$ cat config.mk
export PLATFORM = sky130hd
export DESIGN_NAME = back_fanout
export DESIGN_NICKNAME = d
export VERILOG_FILES = /design/src/rtl/back_fanout.sv
export SDC_FILE = /design/constraint.sdc
export NUM_CORES = 1
export LEC_CHECK = 0
export ABC_AREA = 1
export CAP_MARGIN = 40
export CORE_MARGIN = 8
export CORE_UTILIZATION = 42
export DETAILED_ROUTE_END_ITERATION = 8
export PLACE_DENSITY_LB_ADDON = 0.15
export SLEW_MARGIN = 10
export SYNTH_ARGS = -nofsm -noshare
export SYNTH_HDL_FRONTEND = slang
export SYNTH_SLANG_ARGS = --single-unit
$ cat constraint.sdc
create_clock -name clk -period 6.85 [get_ports clk]
set_clock_uncertainty 0.15 [all_clocks]
set_input_delay 1.0275 -clock clk [delete_from_list [all_inputs] [get_ports clk]]
set_output_delay 1.0275 -clock clk [all_outputs]
set_load 0.005 [all_outputs]
$ cat src/rtl/back_fanout.sv
// back_fanout: two-stage pipeline fanning an 18-road return word out to a 28-cell back-layer enable mask
// Ports:
//   clk        rising-edge clock
//   rst_n      asynchronous active-low reset
//   ret_in     18-bit road-return hit word, bit i = road i
//   in_valid   ret_in is valid
//   in_ready   block accepts ret_in this cycle
//   back_mask  28-bit back-cell enable mask, bit j = back cell j
//   hit_cnt    popcount of the ret word that produced back_mask
//   out_valid  back_mask/hit_cnt are valid
//   out_ready  downstream accepts the output
//   evt_cnt    saturating count of output transfers since reset
// Parameters: CNT_W (evt_cnt width), DROP_EMPTY (1 = swallow all-zero words)
// Macro: BACK_FANOUT_WIDE_EN widens every road window by one cell on each side
module back_fanout #(
   parameter int CNT_W      = 16,
   parameter bit DROP_EMPTY = 1'b0
) (
   input  logic             clk,
   input  logic             rst_n,
   input  logic [17:0]      ret_in,
   input  logic             in_valid,
   output logic             in_ready,
   output logic [27:0]      back_mask,
   output logic [4:0]       hit_cnt,
   output logic             out_valid,
   input  logic             out_ready,
   output logic [CNT_W-1:0] evt_cnt
);
`ifdef BACK_FANOUT_WIDE_EN
   localparam int WD = 1;
`else
   localparam int WD = 0;
`endif
   localparam int LO [18] = '{1, 2, 3, 5, 6, 7, 9, 10, 12, 13, 14, 16, 17, 18, 20, 21, 22, 24};
   localparam int HI [18] = '{3, 5, 6, 7, 9, 10, 11, 13, 14, 15, 17, 18, 20, 21, 22, 24, 25, 26};
   logic        a_valid, b_valid, a_drop, a_adv, a_take, b_adv, b_load;
   logic [17:0] a_ret;
   logic [27:0] mask_c;
   logic [4:0]  hit_c;
   // an empty word in stage A retires on its own without needing room in stage B
   assign a_drop    = DROP_EMPTY & ~|a_ret;
   assign b_adv     = ~b_valid | out_ready;
   assign a_adv     = a_valid & (a_drop | b_adv);
   assign a_take    = ~a_valid | a_adv;
   assign b_load    = b_adv & a_valid & ~a_drop;
   assign in_ready  = rst_n & a_take;
   assign out_valid = b_valid;
   always_comb begin
      mask_c = '0;
      hit_c  = '0;
      for (int i = 0; i < 18; i++) begin
         hit_c = hit_c + {4'b0, a_ret[i]};
         for (int j = 0; j < 28; j++)
            if (j >= LO[i] - WD && j <= HI[i] + WD) mask_c[j] = mask_c[j] | a_ret[i];
      end
   end
   always_ff @(posedge clk or negedge rst_n) begin
      if (!rst_n) begin
         a_valid   <= 1'b0;
         a_ret     <= '0;
         b_valid   <= 1'b0;
         back_mask <= '0;
         hit_cnt   <= '0;
         evt_cnt   <= '0;
      end else begin
         if (a_take) a_valid <= in_valid;
         if (a_take & in_valid) a_ret <= ret_in;
         if (b_adv) b_valid <= a_valid & ~a_drop;
         if (b_load) begin
            back_mask <= mask_c;
            hit_cnt   <= hit_c;
         end
         if (b_valid & out_ready & ~&evt_cnt) evt_cnt <= evt_cnt + 1'b1;
      end
   end
endmodule

==> metrics.md <==
| Metric | Value |
|---|---|
| Starting density of the core | 43.6% |
| Final global-route overflow total | 0 |
| Final Max Slew Viols | 0 |
| Final Cell Area | approximately 4300 sq um |
| Syn_area_per_cell | 8.88 sq um |
| Rows | 32 |
| Gr usage total | 15.3% |
| CTS H-Tree Depth | 3 |
| Most frequent cells in the layout | nand2_1, clkdlybuf4s50_1, dfrtp_1 |
| Startpoint Class | flop |
| Total die area | between 10000 and 15000 sq um |
| Hold_ws | 0.336 ns |
| Highest ir drop seen on vdd | between 0.2 and 0.25 mV |
| WHS Path Cells | 2 |
| Pwr Density | 371 nW/um^2 |
| GP Congestion | 0.782 |
| Chip Height | 106 um |
| Setup bufs post-CTS | 0 |
| Final worst-path cycle share | 60.5% |
| Cell variety after synth | 29 |
| Initial antenna violation count | 0 |
| DRC errors left | 0 |
| FMAX | 241 MHz |
| Post-CTS Resized | 0 |
| Initial DRC Count | between 70 and 80 |
| Final setup vio count | 0 |
| Slew Limit Headroom | 51.5% |
| Sequential share of power | 33.3% |
| Number of flops mapped to enable cells by yosys | 0 |
| Max FO, Critical Path | 5 |
| R2R Path End | hit_cnt[2] |
| Via density | roughly 4.8 |
| Mapped Cells | 381 |
| Kind of end point of the critical path | flop |
| DRT Wirelength | 7980 um |
| Post-place setup slack | 2.71 ns |
| Crit Path Class | flop to flop |
| Cts bufs inserted | 9 |
| Global-route wire length before repair | 13700 um |
| Core Box Area | about 8000 sq um |
| Sequential share of the synthesized area | around half |
| Hold Vio Cnt, Final | 0 |
| Post-synthesis register bit count | 67 |
| Worst skew pair latency | 0.35 ns |
| Die Width | 106 um |
| HPWL after DPL | about 6000 um |
| CTS tree | built |
| Worst Setup Slack, final | between 2 and 3 ns |
| Maximum buffer depth of the clock tree | 2 |
| Clock power share | 18.1% |
| Final antenna-violating net count | 0 |
| Critical Path AT | 4.25 ns |
| Share of layout cells above drive strength 1 | 8.32% |
| Hold Path Class | flop to flop |
| Hold_buf cts | 0 |
| Ys Warns | 0 |
| Critical Path RT | roughly 7 ns |
| Internal power | 0.000999 W |
| FILL cells | 738 |
| # IOs | 73 |
| Reg clk slew, reported paths | around 0.070 ns |
| Nets | around 500 |
| Port Buffers | 70 |
| Slew @ Worst Pin | between 0.7 and 0.8 ns |
| # clock sinks | 67 |
| Area after DPL | approximately 4200 sq um |
| Switching share of total power | 38.0% |
| Primary FF master, synth | dfrtp_1 |
| RSZ-0062 raised after global routing | no |
| Synth-to-layout area growth | 28.2% |
| Sum Neg Setup Slack | 0 ns |
| Hold Path End | back_mask[23] |
| Leakage | 1.92 nW |
| Synthesized cell area | 3380 sq um |
| Vias | 2688 |
| Largest net degree at the start of global routing | 38 |
| FF-to-FF path depth | 12 |
| Root Buffer | clkbuf_8 |
| Setup slack, reg-to-reg | 2.71 ns |
| FF-to-FF Start | a_ret[3] |
| Hold Path Origin | back_mask[23] |
| Psw | 0.000611 W |
| Status | completed |
| Vias in the first global route | 2834 |
| 1st-pass router iterations | 4 |
| Combinational Power Share | 48.6% |
| Commonest non-fill, non-tap cell in the layout | nand2_1 |
| Asr flop ratio synth | 100% |
| Final worst path period need | 4.14 ns |
| Routed len/inst | around 14 um |
| Max Cap Violations | 0 |
| Diodes inserted | 0 |
layout make-up:
cell class,count,area [sq um],share of cell area [%]
Sequential cell,67,1680,38.7
Multi-Input combinational cell,259,1470,33.9
Timing Repair Buffer,73,731,16.8
Inverter,44,165,3.81
Clock buffer,12,155,3.58
Tap cell,102,128,2.94
Clock inverter,2,12.5,0.288
synthesized netlist by cell type (4+ instances only):
cell type | n | area, sq um
nand2_2 | 5 | 31.3
a21oi_1 | 30 | 150
inv_1 | 42 | 158
o21ai_2 | 4 | 35.0
nor3_1 | 7 | 35.0
o21ai_0 | 7 | 35.0
dfrtp_1 | 67 | 1680
nand3_1 | 11 | 55.1
xnor2_1 | 5 | 43.8
nor2_1 | 61 | 229
nand2_1 | 81 | 304
buf_2 | 7 | 35.0
ha_1 | 10 | 125
fa_1 | 12 | 240
nor2_2 | 7 | 43.8
routing by layer:
| layer | track usage (%) | up-vias | wire [um] |
|---|---|---|---|
| met5 | 0 | - | 0 |
| met4 | 5.73 | 0 | 146 |
| met3 | 4.08 | 12 | 404 |
| met2 | 24.0 | 60 | 3740 |
| met1 | 19.8 | 1283 | 3690 |
| li1 | - | 1333 | - |
critical path, cell delays in order (launching register included):
cell and delay [ns]:
dfrtp_1 0.36, inv_1 0.16, fa_1 0.48, fa_1 0.56, fa_1 0.43, fa_1 0.51, fa_1 0.41, inv_1 0.07
ha_1 0.16, inv_1 0.06, fa_1 0.40, xor2_1 0.15, o21ai_0 0.14
worst max-delay path by stage:
stage	from	to	slack (ns)	cells after the start
floorplan	a_ret[1]	hit_cnt[2]	2.97	12
global placement	a_ret[3]	hit_cnt[4]	2.81	13
detailed placement	a_ret[3]	hit_cnt[2]	2.71	12
CTS	a_ret[3]	hit_cnt[4]	2.68	13
global route	a_ret[3]	hit_cnt[4]	2.53	13
finish	a_ret[3]	hit_cnt[2]	2.71	12
flip-flops by register name, indices dropped and copies added (netlist names):
register / count
a_ret: 18
a_valid: 1
back_mask: 26
evt_cnt: 16
hit_cnt: 5
out_valid: 1
kinds of logic after synthesis:
| logic type | after synthesis | share of synthesized area (%) |
|---|---|---|
| other | 1 | 0.111 |
| AND/OR/NAND/NOR | 179 | 22.4 |
| buffers and inverters | 56 | 7.13 |
| XOR/XNOR | 7 | 1.81 |
| adder cells (fa/ha/maj) | 22 | 10.8 |
| AO/OA/AOI/OAI | 49 | 8.17 |
| flip-flops | 67 | 49.5 |
power groups by stage:
stage | sequential [W] | clock, W | combinational (W)
CTS | 0.000537 | 0.000296 | 0.000796
detailed placement | 0.000542 | 0 | 0.000778
finish | 0.000536 | 0.000291 | 0.000783
global placement | 0.000541 | 0 | 0.000751
floorplan | 0.000535 | 0 | 0.000511
global route | 0.000547 | 0.000315 | 0.000903
per-stage QoR:
step	util (%)	cells	power, W
floorplan	-	382	0.00105
global placement	53.4	544	0.00129
detailed placement	53.7	545	0.00132
CTS	55.8	559	0.00163
global route	55.8	559	0.00176
finish	55.8	559	0.00161
No activity file was read; power rests on OpenSTA's default activity.
